### src/rtl/logic_unit_pkg.sv
// Shared op codes and FSM state encodings for the bitwise logic unit and the ALU decoder.
package logic_unit_pkg;

   localparam logic [2:0] OP_AND  = 3'd0;
   localparam logic [2:0] OP_OR   = 3'd1;
   localparam logic [2:0] OP_XOR  = 3'd2;
   localparam logic [2:0] OP_XNOR = 3'd3;
   localparam logic [2:0] OP_NAND = 3'd4;
   localparam logic [2:0] OP_NOR  = 3'd5;
   localparam logic [2:0] OP_NOTA = 3'd6;
   localparam logic [2:0] OP_PASS = 3'd7;

   typedef enum logic [1:0] {
      ST_IDLE = 2'd0,
      ST_BUSY = 2'd1,
      ST_DONE = 2'd2
   } state_t;

endpackage

### src/rtl/logic_slice.sv
// Combinational bitwise op on one SLICE-wide slice of the operands.
module logic_slice
   import logic_unit_pkg::*;
#(
   parameter int SLICE = 4
) (
   input  logic [2:0]       op,
   input  logic [SLICE-1:0] a,
   input  logic [SLICE-1:0] b,
   output logic [SLICE-1:0] y
);

   always_comb begin
      y = '0;
      case (op)
         OP_AND:  y = a & b;
         OP_OR:   y = a | b;
         OP_XOR:  y = a ^ b;
         OP_XNOR: y = ~(a ^ b);
         OP_NAND: y = ~(a & b);
         OP_NOR:  y = ~(a | b);
         OP_NOTA: y = ~a;
         OP_PASS: y = a;
         default: y = '0;
      endcase
   end

endmodule

### src/rtl/logic_slice_unit.sv
// Multi-cycle bitwise logic unit: one SLICE-wide slice per cycle, LSB first, with
// valid/ready handshakes on both sides and zero/parity flags at completion.
//
//  state   | meaning
//  IDLE    | in_ready high, waiting for a request
//  BUSY    | writing one result slice per cycle
//  DONE    | out_valid high, result held until out_ready
module logic_slice_unit
   import logic_unit_pkg::*;
#(
   parameter int WIDTH = 16,
   parameter int SLICE = 4
) (
   input  logic             clk,
   input  logic             rst,
   input  logic             in_valid,
   output logic             in_ready,
   input  logic [2:0]       op,
   input  logic [WIDTH-1:0] a,
   input  logic [WIDTH-1:0] b,
   output logic             out_valid,
   input  logic             out_ready,
   output logic [WIDTH-1:0] result,
   output logic             zero,
   output logic             parity,
   output logic             busy
);

   localparam int NSLICE = WIDTH / SLICE;
   localparam int CW     = (NSLICE > 1) ? $clog2(NSLICE) : 1;

   if (WIDTH % SLICE != 0) begin : g_bad_cfg
      $error("logic_slice_unit: WIDTH must be a multiple of SLICE");
   end

   state_t           state_q;
   logic [CW-1:0]    cnt_q;
   logic [WIDTH-1:0] a_q, b_q, res_q, res_d;
   logic [2:0]       op_q;
   logic             zero_q, parity_q, out_valid_q, busy_q, in_ready_q;

   logic [SLICE-1:0] a_sl, b_sl, y_sl;
   logic             last_slice;

   // Counter-indexed operand mux feeding the single slice evaluator.
   always_comb begin
      a_sl = '0;
      b_sl = '0;
      for (int i = 0; i < NSLICE; i++) begin
         if (cnt_q == CW'(i)) begin
            a_sl = a_q[i*SLICE +: SLICE];
            b_sl = b_q[i*SLICE +: SLICE];
         end
      end
   end

   logic_slice #(.SLICE(SLICE)) u_slice (
      .op (op_q),
      .a  (a_sl),
      .b  (b_sl),
      .y  (y_sl)
   );

   always_comb begin
      res_d = res_q;
      for (int i = 0; i < NSLICE; i++) begin
         if (cnt_q == CW'(i)) res_d[i*SLICE +: SLICE] = y_sl;
      end
   end

   assign last_slice = (cnt_q == CW'(NSLICE - 1));

   always_ff @(posedge clk) begin
      if (rst) begin
         state_q     <= ST_IDLE;
         cnt_q       <= '0;
         a_q         <= '0;
         b_q         <= '0;
         op_q        <= '0;
         res_q       <= '0;
         zero_q      <= 1'b0;
         parity_q    <= 1'b0;
         out_valid_q <= 1'b0;
         busy_q      <= 1'b0;
         in_ready_q  <= 1'b1;
      end else begin
         case (state_q)
            ST_IDLE: begin
               if (in_valid && in_ready_q) begin
                  a_q        <= a;
                  b_q        <= b;
                  op_q       <= op;
                  res_q      <= '0;
                  cnt_q      <= '0;
                  state_q    <= ST_BUSY;
                  busy_q     <= 1'b1;
                  in_ready_q <= 1'b0;
               end
            end
            ST_BUSY: begin
               res_q <= res_d;
               if (last_slice) begin
                  // Flags come from the full word including the slice written this cycle.
                  zero_q      <= (res_d == '0);
                  parity_q    <= ^res_d;
                  state_q     <= ST_DONE;
                  busy_q      <= 1'b0;
                  out_valid_q <= 1'b1;
               end else begin
                  cnt_q <= cnt_q + CW'(1);
               end
            end
            ST_DONE: begin
               if (out_ready) begin
                  state_q     <= ST_IDLE;
                  out_valid_q <= 1'b0;
                  in_ready_q  <= 1'b1;
               end
            end
            default: begin
               state_q     <= ST_IDLE;
               out_valid_q <= 1'b0;
               busy_q      <= 1'b0;
               in_ready_q  <= 1'b1;
            end
         endcase
      end
   end

   assign in_ready  = in_ready_q;
   assign out_valid = out_valid_q;
   assign result    = res_q;
   assign zero      = zero_q;
   assign parity    = parity_q;
   assign busy      = busy_q;

endmodule

### config.mk
export PLATFORM = sky130hd
export DESIGN_NAME = logic_slice_unit
export DESIGN_NICKNAME = d
export VERILOG_FILES = /design/src/rtl/logic_unit_pkg.sv /design/src/rtl/logic_slice.sv /design/src/rtl/logic_slice_unit.sv
export SDC_FILE = /design/constraint.sdc
export NUM_CORES = 1
export LEC_CHECK = 0
export BUFFER_PORTS_ARGS = -buffer_cell sky130_fd_sc_hd__buf_2
export CAP_MARGIN = 15
export CORE_MARGIN = 5
export CORE_UTILIZATION = 32
export CTS_CLUSTER_SIZE = 10
export DETAILED_ROUTE_END_ITERATION = 16
export PLACE_DENSITY = 0.56
export SETUP_SLACK_MARGIN = 0.02
export SYNTH_ARGS = -nofsm -noshare
export SYNTH_HDL_FRONTEND = slang
export SYNTH_SLANG_ARGS = --single-unit
### constraint.sdc
create_clock -name clk -period 4.44 [get_ports clk]
set_clock_uncertainty 0.05 [all_clocks]
set_input_delay 0.444 -clock clk [delete_from_list [all_inputs] [get_ports clk]]
set_output_delay 0.444 -clock clk [all_outputs]
set_load 0.005 [all_outputs]
## After elaboration in Yosys (flattened, before gate mapping)

Index checks and enable logic that the tools add are counted.

- Add/subtract/negate cells: 1
- Equal/unequal tests: 16
- Multiplexer cells: 31
- Bitwise gates (word level): 10
- Reduce and logical (&&, ||, !) cells: 15

Operators by type and width:

| cell | number |
|---|---|
| 4-bit 2-to-1 mux | 12 |
| 16-bit case mux with 2 select lines | 1 |
| 4-bit case mux with 8 select lines | 1 |
| 16-bit zero test | 1 |
| 16-bit 2-to-1 mux | 1 |
| 4-bit inverter | 4 |
| 16-bit XOR reduction | 1 |
| 3-bit AND reduction | 5 |
| 3-bit == test, second input constant | 4 |
| 2-bit 2-to-1 mux | 5 |
| 1-bit case mux with 3 select lines | 3 |
| 2-bit != test, second input constant | 4 |
| 2-bit == test, second input constant | 3 |
| 3-bit by 2-bit == test with 1-bit output, second input constant | 2 |
| 1-bit 2-to-1 mux | 6 |
| 2-bit case mux with 3 select lines | 1 |
| 2-bit AND reduction | 3 |
| 4-bit bitwise AND | 1 |
| 2-bit by 1-bit == test with 1-bit output, second input constant | 2 |
| 2-bit zero test | 2 |
| 4-bit bitwise OR | 1 |
| 2-bit case mux with 2 select lines | 1 |
| 4-bit bitwise XOR | 1 |
| 3-bit by 1-bit == test with 1-bit output, second input constant | 1 |
| 5 further kinds | 7 |

- Register bits after elaboration: 60
- Input bits: 39
- Output and inout port bits: 21
- Logic and storage cells: 84

## Depth between registers and ports, before layout

- Depth after elaboration: 10
- Depth in mapped cells: 21
- Gate-level depth less buffers: 19

## By module

Synthesis repeated with hierarchy kept, for this count alone.

- Cells, all modules: 432
- Area, all modules: 3,337.0 sq um

Modules (own cells, without submodules):

| module | times used | cells each | area each (sq um) | seq. area each (sq um) |
|---|---|---|---|---|
| logic_slice_unit | 1 | 366 | 2,859.0 | 1,201.2 |
| logic_slice | 1 | 66 | 478.0 | 0.0 |

## Least setup slack after synthesis

OpenSTA, ideal clock, no wires.

- Kind: register to register
- Start point: register cnt_q[0]
- End point: register parity_q (netlist: parity)
- Setup time: 0.078 ns
- Arrival: 3.474 ns
- Data required time: 4.312 ns
- Setup slack: 0.838 ns
- Cell stages (with the launch flop): 19
- Buffers on the path: 5
- Period minus slack after synthesis: 3.602 ns
- Cell sequence: dfxtp_1 > ha_1 > buf_2 > buf_6 > clkbuf_1 > clkbuf_1 > a21oi_1 > ha_1 > inv_1 > a211oi_1 > a211o_1 > clkbuf_1 > a31oi_1 > ha_1 > xor2_1 > xnor2_1 > xnor2_1 > nor2_1 > nor3_1

- Word-level cells in the longest chain between the ends: 10
- Elaborated cells on any way between the ends: 26
- Those cells by class: eq/ne (3); mux (13); bitwise (7); reduce/logical (3)

RTL lines:

| item | line | source |
|---|---|---|
| from (decl) | logic_slice_unit.sv:37 | `logic [CW-1:0] cnt_q;` |
| from (signal assigned) | logic_slice_unit.sv:110 | `cnt_q <= cnt_q + CW'(1);` |
| 2-bit zero test | logic_slice_unit.sv:50, logic_slice_unit.sv:67 |  |
| 4-bit 2-to-1 mux (4 in series) | logic_slice_unit.sv:50 | `if (cnt_q == CW'(i)) begin` |
| 4-bit bitwise OR, or another cell as far along | logic_slice.sv:17, logic_slice.sv:21 |  |
| 4-bit inverter, on equally long branches | logic_slice.sv:21, logic_slice.sv:19, logic_slice.sv:20 |  |
| 4-bit case mux with 8 select lines | logic_slice.sv:15 | `case (op)` |
| 4-bit 2-to-1 mux | logic_slice_unit.sv:67 | `if (cnt_q == CW'(i)) res_d[i*SLICE +: SLICE] = y_sl;` |
| 16-bit XOR reduction | logic_slice_unit.sv:105 | `parity_q <= ^res_d;` |
| to (signal assigned) | logic_slice_unit.sv:105 |  |
| to (decl) | logic_slice_unit.sv:40 | `logic zero_q, parity_q, out_valid_q, busy_q, in_ready_q;` |

Parallel ways exist; a longest one is shown, timed or not.
A chain may end at the register's enable or synchronous reset.

## Worst setup path in the final report

Same ends and word-level chain as after synthesis.

==> reports/metrics.csv <==
metric,value,unit
Remaining DRCs,0,
xor/xnor share of the synthesized area,0.0246,
TritonCTS clock tree,built,
Post-CTS Hold Buffers,0,
htree depth,3,
post-synthesis sequential area ratio,0.337,
Longest Clk Path Bufs,2,
Clock transition at path regs,0.07,ns
Die Width,116,um
GRT Resource Usage Total,0.152,
fin cells,641,
WHS,0.291,ns
RePlAce Congestion,0.825,
fraction of registers with async set/reset,0,
Yosys Warn Count,0,
Final min period,3.97,ns
final WL,9.84,mm
Root Buffer,clkbuf_8,
Syn Nets,514,
io pins,60,
worst skew pair latency,0.33,ns
die height,116,um
Syn Inst Count,456,
power per cell area,357,nW/um2
Synth Area in Compound Gates,0.232,
Most used DFF post-synth,dfxtp_1,
first-pass GRT wire length,16.0,mm
Critical Path RT,4.57,ns
Final Max Slew Viols,0,
port bufs,59,
HP Class,in2reg,
"EDFF count, synth",0,
adder-cell area share of the yosys netlist,0.0666,
LEAKAGE,1.61,nW
cell area after synthesis,3570,um2
max cap viols,0,
Final TNS setup,0,ns
CP Class,reg2reg,
post-route cell area,4140,um2
fin crit share,0.895,
#FFs+latches synth,60,
vias per cell,5.24,
Initial Utilization,0.328,
status,"complete, no violations",
die footprint,13400,um2
Simple-Gate Fraction of Synth Area,0.250,
TritonCTS buffer count,9,
CORE AREA,10900,um2
final setup fails,0,
Worst IR Drop VDD,0.222,mV
initial DRC count,153,
Arrival @ worst endpoint,4.10,ns
library cells used by synthesis,43,
most frequent cells in the layout,"nand2_1 (96), dfxtp_1 (60), buf_2 (59)",
num rows,38,
Fmax,252,MHz
largest family of logic cells by synthesized area,simple AND/OR/NAND/NOR gates,
Total Nets Final,554,
RSZ-0062 raised after global routing,false,
startpoint types,flop,
hpwl dp,7.01,mm
worst slew pin tran,1.03,ns
dpl cells,625,
syn avg cell area,7.82,um2
relative slew slack,0.313,
clk sinks,60,
"commonest non-fill, non-tap cell in the layout",nand2_1,
pin count of the biggest net entering global routing,58,
layout cells sized above 1,0.206,
via total after detailed routing,3358,
placed standard-cell area,3900,um2
post-DR wirelength/cell,15.4,um
initial antenna violation count,0,
Ant. Diodes,0,
Area Growth Syn to Fin,16.0,%
Pre-antenna DRT Iters,4,
vias in the first global route,3303,
Worst Setup End Kind,flop,
multiplexer share of the synthesized area,0.0239,
GR Overflow Total,0,
Post-DRT Antenna Nets,0,
Worst Path Max Fanout,33,
final hold violation count,0,
-- state kept, by name, summed over array words and instances (netlist names) --
signal,flops
cnt_q,2
state_q,2
out_valid,1
b_q,16
zero,1
result,16
op_q,3
busy,1
in_ready,1
a_q,16
parity,1
-- critical path, stage by stage, from the launching register on --
cell	delay, ns
dfxtp_1	0.38
ha_1	0.26
buf_4	0.36
a211oi_1	0.08
a221o_1	0.41
ha_1	0.31
nor4bb_1	0.27
a21oi_1	0.10
a211o_1	0.28
nand4_1	0.23
mux2i_1	0.13
ha_1	0.31
xor2_1	0.17
xnor2_1	0.19
xnor2_1	0.10
nor2_1	0.11
nor3_1	0.06
-- synthesized netlist by cell type, types with 2 or more instances --
master     number  share of area
clkbuf_1       20          0.021
nand3b_1        8          0.017
ha_1           19          0.067
dfxtp_1        60           0.34
a21o_1          4         0.0084
xnor2_1         9          0.022
nor3b_1         6          0.013
o21ai_0         4         0.0056
a31oi_1        12          0.021
nand2b_4        3          0.012
or2_2           5         0.0088
nor2_1         20          0.021
buf_2           9          0.013
o221ai_1       12          0.029
inv_1          15          0.016
a221o_1         2         0.0056
o21ai_2         7          0.017
nand4_1         3         0.0053
nand2b_1        4         0.0070
o2bb2ai_1       3         0.0074
a221oi_2        3          0.013
buf_6           4          0.013
nand3_1        18          0.025
a21oi_1        56          0.079
a211o_1         4         0.0098
a211oi_1        8          0.017
nand2_1        96           0.10
mux2i_1         7          0.020
a221oi_1        6          0.015
nor3_1          3         0.0042
nor2b_1        14          0.025
-- stage by stage --
step	total power, mW	worst slack (ns)	util
3_3_place_gp	0.906	0.329	0.358
6_report	1.48	0.465	0.380
3_5_place_dp	0.911	0.240	0.358
2_1_floorplan	0.830	0.838	-
4_1_cts	1.49	0.193	0.380
5_1_grt	1.56	0.227	0.380
-- cell families after synthesis --
family                     Yosys count
adders and majority gates           19
DFF                                 60
xor gates and xnor gates            10
muxes                                8
AOI/OAI and AO/OA                  123
and+or+nand+nor                    185
buffers and inverters               51
-- power breakdown --
group	switching (mW)	internal [mW]	total (mW)
Sequential	0.0259	0.565	0.591
Clock	0.216	0.360	0.576
Combinational	0.186	0.124	0.311
-- metal layers --
layer  GRT usage  up-vias  wire [um]
met5           0        -          0
met1       0.196     1557       4540
li1            -     1687          -
met2       0.247       93       4550
met4      0.0571        0        205
met3      0.0345       21        551
-- cell type report --
type                            instances  area, um2
Inverter                               16       60.1
Sequential cell                        60       1200
Clock buffer                           12        165
Timing Repair Buffer                   64        333
Clock inverter                          4       70.1
Fill cell                            1103       6750
Tap cell                              140        175
Multi-Input combinational cell        345       2130
-- final timing paths --
kind                                             from                   to  slack [ns]  depth (start not counted)
worst min register to register    b_q[0]$_SDFFE_PP0P_  b_q[0]$_SDFFE_PP0P_        0.41                          2
worst max register to register  cnt_q[0]$_SDFFE_PP0P_  parity$_SDFFE_PP0P_        0.47                         16
worst min-delay path                             b[3]  b_q[3]$_SDFFE_PP0P_        0.29                          3
worst max-delay path            cnt_q[0]$_SDFFE_PP0P_  parity$_SDFFE_PP0P_        0.47                         16
-- timing repair --
item                                    4_1_cts  5_1_grt
gates resized for setup                       0        2
setup buffers                                 0        0
endpoints found under the setup margin        0        1
(Power assumes the default switching activity.)
